**config.mk**
```make
export PLATFORM = sky130hd
export DESIGN_NAME = alu_op_sequencer
export DESIGN_NICKNAME = d
export VERILOG_FILES = /design/src/rtl/alu_op_sequencer_pkg.sv /design/src/rtl/alu_regfile4x4.sv /design/src/rtl/alu_op_sequencer.sv
export SDC_FILE = /design/constraint.sdc
export NUM_CORES = 1
export LEC_CHECK = 0
export CORE_MARGIN = 5
export CORE_UTILIZATION = 55
export CTS_BUF_LIST = sky130_fd_sc_hd__clkbuf_4
export DETAILED_ROUTE_END_ITERATION = 6
export GPL_TIMING_DRIVEN = 0
export HOLD_SLACK_MARGIN = 0.08
export PLACE_DENSITY = 0.85
export REMOVE_ABC_BUFFERS = 1
export SLEW_MARGIN = 0
export SYNTH_ARGS = -nofsm -noshare
export SYNTH_HDL_FRONTEND = slang
export SYNTH_HIERARCHICAL = 1
export SYNTH_SLANG_ARGS = --single-unit
export TNS_END_PERCENT = 10
```
**constraint.sdc**
```tcl
create_clock -name clk -period 2.2 [get_ports clk]
set_input_delay 0.66 -clock clk [delete_from_list [all_inputs] [get_ports clk]]
set_output_delay 0.66 -clock clk [all_outputs]
set_load 0.005 [all_outputs]
```
**src/rtl/alu_op_sequencer_pkg.sv**
```systemverilog
// rtl/alu_op_sequencer_pkg.sv - shared opcodes, state encoding and instruction field positions
package alu_op_sequencer_pkg;

  // ALU opcode select values (alu_c)
  localparam logic [2:0] OP_NEGA = 3'b000;
  localparam logic [2:0] OP_NEGB = 3'b001;
  localparam logic [2:0] OP_ADD  = 3'b010;
  localparam logic [2:0] OP_SUB  = 3'b011;
  localparam logic [2:0] OP_AND  = 3'b100;
  localparam logic [2:0] OP_OR   = 3'b101;
  localparam logic [2:0] OP_MULL = 3'b110;
  localparam logic [2:0] OP_MULH = 3'b111;

  typedef enum logic [1:0] {
    ST_IDLE = 2'd0,
    ST_EXEC = 2'd1,
    ST_WB   = 2'd2
  } state_e;

  // Instruction field bit positions; bit 9 selects LOAD vs ALU op
  localparam int INSTR_LOAD_BIT = 9;
  localparam int LD_RD_HI = 8;
  localparam int LD_RD_LO = 7;
  localparam int IMM_HI   = 3;
  localparam int IMM_LO   = 0;
  localparam int OPC_HI   = 8;
  localparam int OPC_LO   = 6;
  localparam int RD_HI    = 5;
  localparam int RD_LO    = 4;
  localparam int RS1_HI   = 3;
  localparam int RS1_LO   = 2;
  localparam int RS2_HI   = 1;
  localparam int RS2_LO   = 0;

endpackage

```
**src/rtl/alu_regfile4x4.sv**
```systemverilog
// rtl/alu_regfile4x4.sv - 4x4-bit register file, two operand reads, one debug read, one write
module alu_regfile4x4 (
  input  logic       clk,
  input  logic       reset,
  input  logic       we,
  input  logic [1:0] waddr,
  input  logic [3:0] wdata,
  input  logic [1:0] raddr1,
  output logic [3:0] rdata1,
  input  logic [1:0] raddr2,
  output logic [3:0] rdata2,
  input  logic [1:0] dbg_sel,
  output logic [3:0] dbg_data
);

  logic [3:0] regs_q [4];

  // Storage: reset clears every entry and wins over a pending write
  always_ff @(posedge clk) begin
    if (reset) begin
      for (int i = 0; i < 4; i++) begin
        regs_q[i] <= 4'd0;
      end
    end else if (we) begin
      regs_q[waddr] <= wdata;
    end
  end

  assign rdata1   = regs_q[raddr1];
  assign rdata2   = regs_q[raddr2];
  assign dbg_data = regs_q[dbg_sel];

endmodule

```
**src/rtl/alu_op_sequencer.sv**
```systemverilog
// rtl/alu_op_sequencer.sv - instruction issue / write-back stage around the 4-bit ALU
module alu_op_sequencer
  import alu_op_sequencer_pkg::*;
#(
  parameter int INSTR_W = 10
) (
  input  logic               clk,
  input  logic               reset,
  input  logic               in_valid,
  output logic               in_ready,
  input  logic [INSTR_W-1:0] in_instr,
  output logic [3:0]         alu_a,
  output logic [3:0]         alu_b,
  output logic [2:0]         alu_c,
  input  logic [3:0]         alu_out,
  output logic               res_valid,
  output logic [1:0]         res_rd,
  output logic [3:0]         res_data,
  input  logic [1:0]         dbg_sel,
  output logic [3:0]         dbg_data
);

  state_e     state_q, state_d;
  logic [1:0] rd_q;
  logic [3:0] result_q;
  logic [3:0] alu_a_q, alu_b_q;
  logic [2:0] alu_c_q;

  logic       accept;
  logic       is_load;
  logic [1:0] rs1, rs2, dst;
  logic [3:0] rs1_data, rs2_data;

  assign is_load = in_instr[INSTR_LOAD_BIT];
  assign rs1     = in_instr[RS1_HI:RS1_LO];
  assign rs2     = in_instr[RS2_HI:RS2_LO];
  assign dst     = is_load ? in_instr[LD_RD_HI:LD_RD_LO] : in_instr[RD_HI:RD_LO];
  assign accept  = in_valid & in_ready;

  alu_regfile4x4 u_regfile (
    .clk      (clk),
    .reset    (reset),
    .we       (res_valid),
    .waddr    (rd_q),
    .wdata    (result_q),
    .raddr1   (rs1),
    .rdata1   (rs1_data),
    .raddr2   (rs2),
    .rdata2   (rs2_data),
    .dbg_sel  (dbg_sel),
    .dbg_data (dbg_data)
  );

  // Next-state and handshake outputs; LOADs skip EXEC since the result is the immediate
  always_comb begin
    state_d   = state_q;
    in_ready  = 1'b0;
    res_valid = 1'b0;
    case (state_q)
      ST_IDLE: begin
        in_ready = 1'b1;
        if (in_valid) begin
          state_d = is_load ? ST_WB : ST_EXEC;
        end
      end
      ST_EXEC: state_d = ST_EXEC == state_q ? ST_WB : ST_IDLE;
      ST_WB: begin
        res_valid = 1'b1;
        state_d   = ST_IDLE;
      end
      default: state_d = ST_IDLE;
    endcase
  end

  // State register
  always_ff @(posedge clk) begin
    if (reset) begin
      state_q <= ST_IDLE;
    end else begin
      state_q <= state_d;
    end
  end

  // Instruction latch, operand registers and result capture; operands are sampled at accept
  always_ff @(posedge clk) begin
    if (reset) begin
      rd_q     <= 2'd0;
      result_q <= 4'd0;
      alu_a_q  <= 4'd0;
      alu_b_q  <= 4'd0;
      alu_c_q  <= 3'd0;
    end else begin
      if (accept) begin
        rd_q <= dst;
        if (is_load) begin
          result_q <= in_instr[IMM_HI:IMM_LO];
        end else begin
          alu_a_q <= rs1_data;
          alu_b_q <= rs2_data;
          alu_c_q <= in_instr[OPC_HI:OPC_LO];
        end
      end
      if (state_q == ST_EXEC) begin
        result_q <= alu_out;
      end
    end
  end

  assign alu_a    = alu_a_q;
  assign alu_b    = alu_b_q;
  assign alu_c    = alu_c_q;
  assign res_rd   = rd_q;
  assign res_data = result_q;

endmodule

```
### Word level (Yosys, flattened, before mapping)

Memory sizes are Yosys's and may differ from the RTL's. A register that Yosys moved wholly into a read port is not among the register bits.
Index checks and enable logic that the tools add are counted.

* bits in registers: 11
* memory bits (writable): 16
* input bits: 19
* word-level logic and storage cells: 35
* memories kept: 1

Memories
* u_regfile.regs_q: depth 4, bits a word 4, read ports 3, clocked after memory_dff 2, wr ports 4, RTL line alu_regfile4x4.sv:16 `logic [3:0] regs_q [4];`

* eq/ne operators: 4
* mux-type cells: 18
* bitwise logic cells: 2
* reductions and logical operators: 6

Operator list (count)
* $mux 4: 4
* $mux 2: 5
* $mux 1: 8
* $pmux 2 s2: 1
* $reduce_and 2->1: 2
* $reduce_bool 2->1: 2
* $reduce_or 4->1: 1
* $eq 1x2->1 const A: 1
* $eq 2x1->1 const B: 1
* $eq 2x2->1 const B: 1
* $logic_not 2->1: 1
* $ne 2x2->1 const B: 1
* $and 1x1->1: 1
* $not 1->1: 1

### Depth between registers and ports, before layout

Gate-level depths: netlist of the first run.

* depth in word-level cells: 7
* mapped depth: 5
* gate-level depth less buffers: 3

### Cells and area by module

Netlist of the first run, hierarchy kept.

By module, submodules not included
* alu_regfile4x4: times used 1, cells each 55, area each 985.9 um^2, sequential area each 480.5 um^2
* alu_op_sequencer: times used 1, cells each 86, area each 740.7 um^2, sequential area each 380.4 um^2

### Worst setup path after synthesis of the first run

Ideal clock, no wire load.

* path kind: in2out
* start point: input dbg_sel[0]
* end point: output dbg_data[0]
* arrival: 1197 ps
* data required time: 1540 ps
* slack: 343 ps
* cell stages on the path: 1
* path buffers: 0
* cell sequence: mux4_1

* longest elaborated chain between the ends: 1

RTL lines
* start: declaration: RTL line alu_op_sequencer.sv:19 `input logic [1:0] dbg_sel,`
* $mem_v2 4x4
* end: declaration: RTL line alu_op_sequencer.sv:20 `output logic [3:0] dbg_data`

Every way passes these cells.

### Worst setup path in the final report of the first run

Ends and elaborated chain as after synthesis.

==> key figures, run 1 <==
GRT
  • First-pass GRT wire length: 5910 um
  • Number of global-route vias before repair: 1361
  • Grt ovf: 0
  • Antenna violations before repair: 0
  • Total GRT Usage: between 10% and 20%
  • Largest net degree at the start of global routing: 28

Drt
  • Routed met3 length: a little under 300 um
  • Met2 WL post-DR: 2010 um
  • Via count: between 1000 and 1500
  • Met1 WL: 1360 um
  • DRC: 0
  • Post-route ant nets: 0
  • WL final: 3740 um
  • Vias/cell: roughly 5.7
  • TritonRoute pass-1 iters: 4
  • Avg WL per Cell: approximately 16 um
  • DRT iter0 DRCs: 60
  • Highest signal layer in the routed design: met4

STA
  • Final worst-path cycle share: 101%
  • Final setup vio count: 1
  • Max Clk Rate: 451 MHz
  • Minimum clock period: 2.22 ns
  • Slew Limit Fails: 0
  • RSZ-0062 raised after global routing: yes
  • PnR worst setup slack: -0.0164 ns
  • Hold Fails Final Rpt: 0
  • Least-Margin Pin Slew: between 0.9 and 1 ns
  • Tightest hold margin: 0.460 ns
  • Final Skew: about 0.0085 ns
  • Slew HR: a little over a third

Power
  • Sw Ratio: 25.1%
  • Leak: 0.839 nW
  • Int Pwr: 0.960 mW
  • Flop pwr share: 58.5%
  • Clk network pwr share: 24.8%
  • Cell Pwr Density: 576 nW/um^2
  • Combinational Power Share: between 10% and 20%
  • NetSw: approximately 0.32 mW
  • Total power: 1.28 mW
  • Peak supply drop: 0.413 mV

Synth
  • Most frequent cell after synthesis: nand2_1
  • Synth cell types: 24
  • Mapped Cells: 141
  • Top cells by count, synth: nand2_1 (24), dfxtp_1 (19), a21oi_1 (16), and2_1 (16), edfxtp_1 (16)
  • Syn_area_per_cell: 12.2 um^2
  • Post-synth ARST share: 0%
  • Top post-synthesis cells by area: edfxtp_1 (28%), dfxtp_1 (22%), mux4_1 (18%)
  • Syn. warnings: 6
  • Primary FF master, synth: dfxtp_1
  • Post-synthesis sequential area ratio: about half
  • Synth area leader: edfxtp_1
  • Mapped cell area: 1730 um^2
  • Synth top area share: 27.8%
  • Post-synth EDFFs: 16
  • #FFs+latches synth: 35

Place
  • Post-place instance area: 2170 um^2
  • HPWL after detailed placement: 2840 um
  • Gp weighted congestion: 0.832
  • I/O Buffers: 41
  • Post-place setup slack: -0.755 ns

Outcome
  • Outcome: complete, but fails checks
  • Failing checks: setup timing

Floorplanning
  • Site Rows: 20
  • Initial Util: around 57%
  • Die height: 66.0 um
  • Die area: 4360 um^2
  • Num ports: 42
  • Die X: around 66 um
  • CORE AREA: just over 3000 um^2

Worst hold path
  • Hold Path Class: reg2reg
  • Hold path depth: 2

Critical path
  • Worst EP required: 1.54 ns
  • CP top delay family: multiplexers
  • Crit path max fanout: 4
  • Critical path cell sequence: buf_4 -> mux4_1 -> clkdlybuf4s15_2
  • CP endpoint kind: output port
  • R2R depth: 3
  • Nature of the critical path startpoint: input pin
  • Largest stage delay, worst path: between 0.5 and 0.6 ns
  • Crit Path Class: in2out
  • Critical path depth: 3
  • Arrival time of the worst setup path: 1.56 ns
  • Buf/Inv on CP: 2
  • Max stage delay cell, worst path: mux4_1

Clock tree
  • CTS root buf: clkbuf_4
  • Clk sinks: 35
  • CTS Buffer Depth: 2
  • CTS Buf Count: 5
  • Clock slew at reported path FFs: 0.09 ns
  • # H-tree levels: 2
  • CTS tree: done
  • Later-pin clock latency in the skew report: between 0.3 and 0.4 ns

Layout
  • N_diodes: 0
  • Post-layout instance area: approximately 2200 um^2
  • Share of cells above drive strength 1: 11.8%
  • Nets: 204
  • Area growth from synthesis to layout: 28.9%
  • Util after Layout: 73.5%

Run
  • Max Cap Violations: 0
==> worst min-delay path, stage by stage (launching register included) <==
cell and delay, ns:
dfxtp_1 0.32, nand2_1 0.05, a21oi_1 0.05
==> flip-flops by register name (all words and copies together) (netlist names) <==
| register | cells |
|---|---|
| alu_a | 4 |
| u_regfile/regs_q | 16 |
| alu_b | 4 |
| alu_c | 3 |
| res_rd | 2 |
| res_data | 4 |
| state_q | 2 |
==> path summary, 6_finish.rpt <==
check	from	endpoint	slack, ns
min	alu_b[1]$_SDFFE_PP0P_	alu_b[1]$_SDFFE_PP0P_	0.46
max reg2reg	state_q[0]$_SDFFE_PP0P_	alu_b[2]$_SDFFE_PP0P_	0.58
min reg2reg	alu_b[1]$_SDFFE_PP0P_	alu_b[1]$_SDFFE_PP0P_	0.46
max	dbg_sel[0]	dbg_data[0]	-0.02
==> cell families after synthesis <==
logic type	synth area share, %
and+or+nand+nor	18.0
DFF	49.9
AOI/OAI and AO/OA	10.0
muxes	19.4
buffers and inverters	2.68
==> per-stage QoR <==
| stage | TNS, ns | instances |
|---|---|---|
| final | -0.0164 | 230 |
| after global routing | -0.0441 | 230 |
| after CTS | -0.0186 | 230 |
| after detailed placement | -11.08 | 221 |
| after global placement | -13.40 | 221 |
| after floorplan | 0 | 136 |
==> area by class of cell <==
class / count / area [um^2]
repair buffers: 42 / 412
multi-input cells: 96 / 826
clock buffers: 5 / 37.5
inverters: 5 / 18.8
well taps: 44 / 55.1
fillers: 216 / 802
clock inverters: 3 / 15.0
flip-flops and latches: 35 / 862
==> cell usage in the layout (no fill, tap or decap), types with 2 or more instances in the layout <==
master and count:
inv_1 5, nor4b_2 2, and4bb_2 2, clkdlybuf4s15_1 3
nor2_1 6, a21oi_1 16, mux4_1 10, clkdlybuf4s50_1 35
mux4_2 2, clkinv_1 2, nor2b_1 2, buf_4 2
a211oi_1 2, clkbuf_4 5, and2_1 16, a31o_2 2
edfxtp_1 16, nand2_1 24, o221a_1 4, dfxtp_1 18
mux2i_1 2
==> layer usage <==
| layer | global-route usage (%) | up-vias |
|---|---|---|
| met2 | 33.9 | 56 |
| met5 | 0 | - |
| met1 | 18.2 | 628 |
| met3 | 5.27 | 10 |
| met4 | 9.14 | 0 |
| li1 | - | 619 |
==> repair_timing <==
item	4_1_cts	5_1_grt
hold buffers	0	0
buffers inserted	1	0
gates resized for setup	21	1
endpoints found under the setup margin	5	2
endpoints found under the hold margin	0	0
==> power groups by stage <==
| stage | Clock, mW | Combinational, mW | Sequential (mW) |
|---|---|---|---|
| final | 0.319 | 0.213 | 0.751 |
| after global routing | 0.348 | 0.229 | 0.757 |
| after CTS | 0.326 | 0.215 | 0.751 |
| after detailed placement | 0 | 0.213 | 0.765 |
| after global placement | 0 | 0.207 | 0.760 |
| after floorplan | 0 | 0.0922 | 0.753 |
Note: power is estimated with default switching activity, not from simulation.
==> run 2, diff against run 1 <==
--- a/config.mk
+++ b/config.mk
@@ -5,10 +5,10 @@
 export SDC_FILE = /design/constraint.sdc
 export NUM_CORES = 1
 export LEC_CHECK = 0
-export CORE_MARGIN = 5
 export CORE_UTILIZATION = 55
 export CTS_BUF_LIST = sky130_fd_sc_hd__clkbuf_4
 export DETAILED_ROUTE_END_ITERATION = 6
+export GPL_ROUTABILITY_DRIVEN = 0
 export GPL_TIMING_DRIVEN = 0
 export HOLD_SLACK_MARGIN = 0.08
 export PLACE_DENSITY = 0.85
==> constraint.sdc (replaced) <==
create_clock -name clk -period 2.2 [get_ports clk]
set_input_delay 0.66 -clock clk [delete_from_list [all_inputs] [get_ports clk]]
set_output_delay 0.66 -clock clk [all_outputs]
set_load 0.01 [all_outputs]
==> run 2 against run 1 <==
The run ends with DRC left. Combinational power grew 6%. Maximum frequency grew 3.5%. Clock skew shrank 0.00075 ns. Sequential power is essentially flat. Die area shrank 23%. Final cell count shrank 5.7%. Hold slack lost 0.0021 ns. Largest cell class unchanged.
==> key figures, run 2 (same netlist as run 1, synthesis figures left out) <==
Outcome
  • Outcome: complete, but fails checks
  • Failing checks: DRC

Clock tree
  • CTS Buf Count: 5 (unchanged)
  • CTS tree: done
  • CTS root buf: clkbuf_4
  • Later-pin clock latency in the skew report: 0.35 ns (+0.02 ns)
  • CTS Hold Bufs: 0 (unchanged)
  • Clk sinks: 35 (unchanged)
  • CTS Buffer Depth: 2 (unchanged)
  • Clock slew at reported path FFs: 0.11 ns (+0.02 ns)
  • # H-tree levels: 2 (unchanged)

Drt
  • DRC: 3 (+3)
  • Via count: 1346 (+2.5%)
  • WL final: 4090 um (+9.4%)
  • Post-route ant nets: 0 (unchanged)
  • Vias/cell: 6.20 (+8.7%)
  • DRT iter0 DRCs: 70 (+17%)
  • Avg WL per Cell: 18.8 um (+16%)
  • TritonRoute pass-1 iters: 6 (+2)

Layout
  • Area growth from synthesis to layout: 30.2%
  • Non-Filler Instances: 217 (-5.7%)
  • Share of cells above drive strength 1: 14.5% (+2.7 points)
  • Commonest non-fill, non-tap cell in the layout: clkdlybuf4s50_1
  • Largest Register: u_regfile/regs_q
  • Util after Layout: 78.8% (+5.3 points)
  • Multi-input logic area: 826 um^2 (unchanged)
  • Most frequent cells in the layout: clkdlybuf4s50_1 (35), nand2_1 (24), dfxtp_1 (17)
  • Storage element area: 866 um^2 (+0.44%)
  • Post-layout instance area: 2250 um^2 (+1.0%)
  • Nets: 204 (unchanged)
  • Fill cells: 190 (-12%)
  • Max reg flops: 16 (unchanged)
  • N_diodes: 0 (unchanged)

Critical path
  • Largest stage delay, worst path: 0.54 ns (about the same)
  • Reg2reg start: state_q[1]$_SDFFE_PP0P_
  • R2r setup slk: 0.58 ns (about the same)
  • Arrival time of the worst setup path: 1.48 ns (-0.08 ns)
  • Max stage delay cell, worst path: mux4_1
  • CP Capture Point: dbg_data[3]
  • Critical path origin: dbg_sel[0]
  • Capturing point of the worst reg2reg path: alu_a[1]$_SDFFE_PP0P_
  • Buf/Inv on CP: 2 (unchanged)
  • CP endpoint kind: output port
  • R2R depth: 3 (unchanged)
  • Nature of the critical path startpoint: input pin
  • Worst EP required: 1.54 ns (about the same)
  • Crit Path Class: in2out
  • CP top delay family: multiplexers
  • Crit path max fanout: 4 (unchanged)
  • Critical path cell sequence: buf_4 -> mux4_1 -> buf_2
  • Critical path depth: 3 (unchanged)

STA
  • Least-Margin Pin Slew: 0.938 ns (-0.0161 ns)
  • Final setup vio count: 0 (-1)
  • Tightest hold margin: 0.458 ns (-0.00211 ns)
  • Final worst-path cycle share: 97.3% (-3.4 points)
  • Slew HR: 37.3% (+1.1 points)
  • Hold Fails Final Rpt: 0 (unchanged)
  • Final Skew: 0.00777 ns (-0.000747 ns)
  • Slew Limit Fails: 0 (unchanged)
  • Max Clk Rate: 467 MHz (+3.5%)
  • Minimum clock period: 2.14 ns (-0.0752 ns)
  • RSZ-0062 raised after global routing: yes

GRT
  • Number of global-route vias before repair: 1323 (-2.8%)
  • Largest net degree at the start of global routing: 28 (unchanged)
  • First-pass GRT wire length: 6350 um (+7.5%)
  • Total GRT Usage: 26.7% (+8.5 points)
  • Antenna violations before repair: 0 (unchanged)
  • Grt ovf: 0 (unchanged)

Floorplanning
  • Die height: 58.0 um (-12%)
  • Num ports: 42 (unchanged)
  • CORE AREA: 2850 um^2 (-5.8%)
  • Die area: 3370 um^2 (-23%)
  • Initial Util: 60.5% (+3.5 points)
  • Die X: 58.0 um (-12%)
  • Site Rows: 19 (-5.0%)

Power
  • Total power: 1.56 mW (+22%)
  • Leak: 0.865 nW (+3.1%)
  • Peak supply drop: 0.516 mV (+25%)
  • Cell Pwr Density: 695 nW/um^2 (+21%)

Place
  • I/O Buffers: 41 (unchanged)
  • HPWL after detailed placement: 2860 um (+0.65%)
  • Post-place instance area: 2150 um^2 (-0.75%)
  • Placed insts: 208 (-5.9%)

Worst hold path
  • Hold Path Class: reg2reg

Run
  • Max Cap Violations: 0 (unchanged)
## run 2: cell count changes in the layout (fill, tap and decap cells not counted)
cell | before | now
dfxtp_1 | 18 | 17
clkinv_1 | 2 | 0
clkdlybuf4s15_1 | 3 | 0
clkbuf_2 | 1 | 2
clkdlybuf4s15_2 | 1 | 0
bufinv_16 | 0 | 2
dlygate4sd2_1 | 0 | 1
buf_2 | 0 | 2
dfxtp_4 | 0 | 1
## run 2: final cells by class
type | instances | share of cell area, %
clock buffer | 5 | 1.67
clock inverter | 3 | 3.01
inverter | 5 | 0.835
multi-input combinational | 96 | 36.7
sequential | 35 | 38.5
tap | 31 | 1.73
timing repair buffer | 42 | 17.5
## run 2: repair_timing
| item | 4_1_cts | 5_1_grt |
|---|---|---|
| setup buffers | 1 | 0 |
| endpoints found under the setup margin | 5 | 9 |
| resized for setup | 22 | 5 |
| gates cloned | 0 | 0 |
## run 2: worst min path at each step
stage | from | end | slack [ns] | depth (start not counted)
detailed placement | alu_c[0]$_SDFFE_PP0P_ | alu_c[0]$_SDFFE_PP0P_ | 0.45 | 2
floorplan | alu_a[0]$_SDFFE_PP0P_ | alu_a[0]$_SDFFE_PP0P_ | 0.47 | 2
global route | alu_c[0]$_SDFFE_PP0P_ | alu_c[0]$_SDFFE_PP0P_ | 0.50 | 2
CTS | alu_c[0]$_SDFFE_PP0P_ | alu_c[0]$_SDFFE_PP0P_ | 0.46 | 2
finish | alu_c[0]$_SDFFE_PP0P_ | alu_c[0]$_SDFFE_PP0P_ | 0.46 | 2
global placement | alu_c[0]$_SDFFE_PP0P_ | alu_c[0]$_SDFFE_PP0P_ | 0.44 | 2
## run 2: per-stage QoR
step,setup WS (ns),setup TNS [ns]
after CTS,-0.0352,-0.0352
after global placement,-0.780,-14.89
after floorplan,0.283,0
after detailed placement,-0.794,-11.73
final,0.0587,0
after global routing,-0.0264,-0.0617
## run 2: layer usage
layer	share of wire [%]	track usage [%]	up-vias
met2	55	48.6	65
met1	35	29.0	647
met5	0	0	-
li1	-	-	621
met3	6.0	6.92	13
met4	3.5	12.2	0
## run 2: worst min-delay path: cells and delay by family, from the launching register on
| family | cells | cell delay, ns |
|---|---|---|
| flip-flops | 1 | 0.32 |
| AO/OA/AOI/OAI | 1 | 0.05 |
| AND/OR/NAND/NOR | 1 | 0.05 |
## run 2: report_power, final
group / internal (mW) / leakage, nW / switching [mW]
combinational: 0.127 / 0.491 / 0.0979
clock: 0.353 / 0.0514 / 0.235
sequential: 0.713 / 0.323 / 0.0363
==> run 3, diff against run 2 <==
--- a/config.mk
+++ b/config.mk
@@ -5,6 +5,7 @@
 export SDC_FILE = /design/constraint.sdc
 export NUM_CORES = 1
 export LEC_CHECK = 0
+export ABC_CLOCK_PERIOD_IN_PS = 2200
 export CORE_UTILIZATION = 55
 export CTS_BUF_LIST = sky130_fd_sc_hd__clkbuf_4
 export DETAILED_ROUTE_END_ITERATION = 6
==> results of run 3 <==
The final DEF is identical to that of run 2; final timing and power are the same.
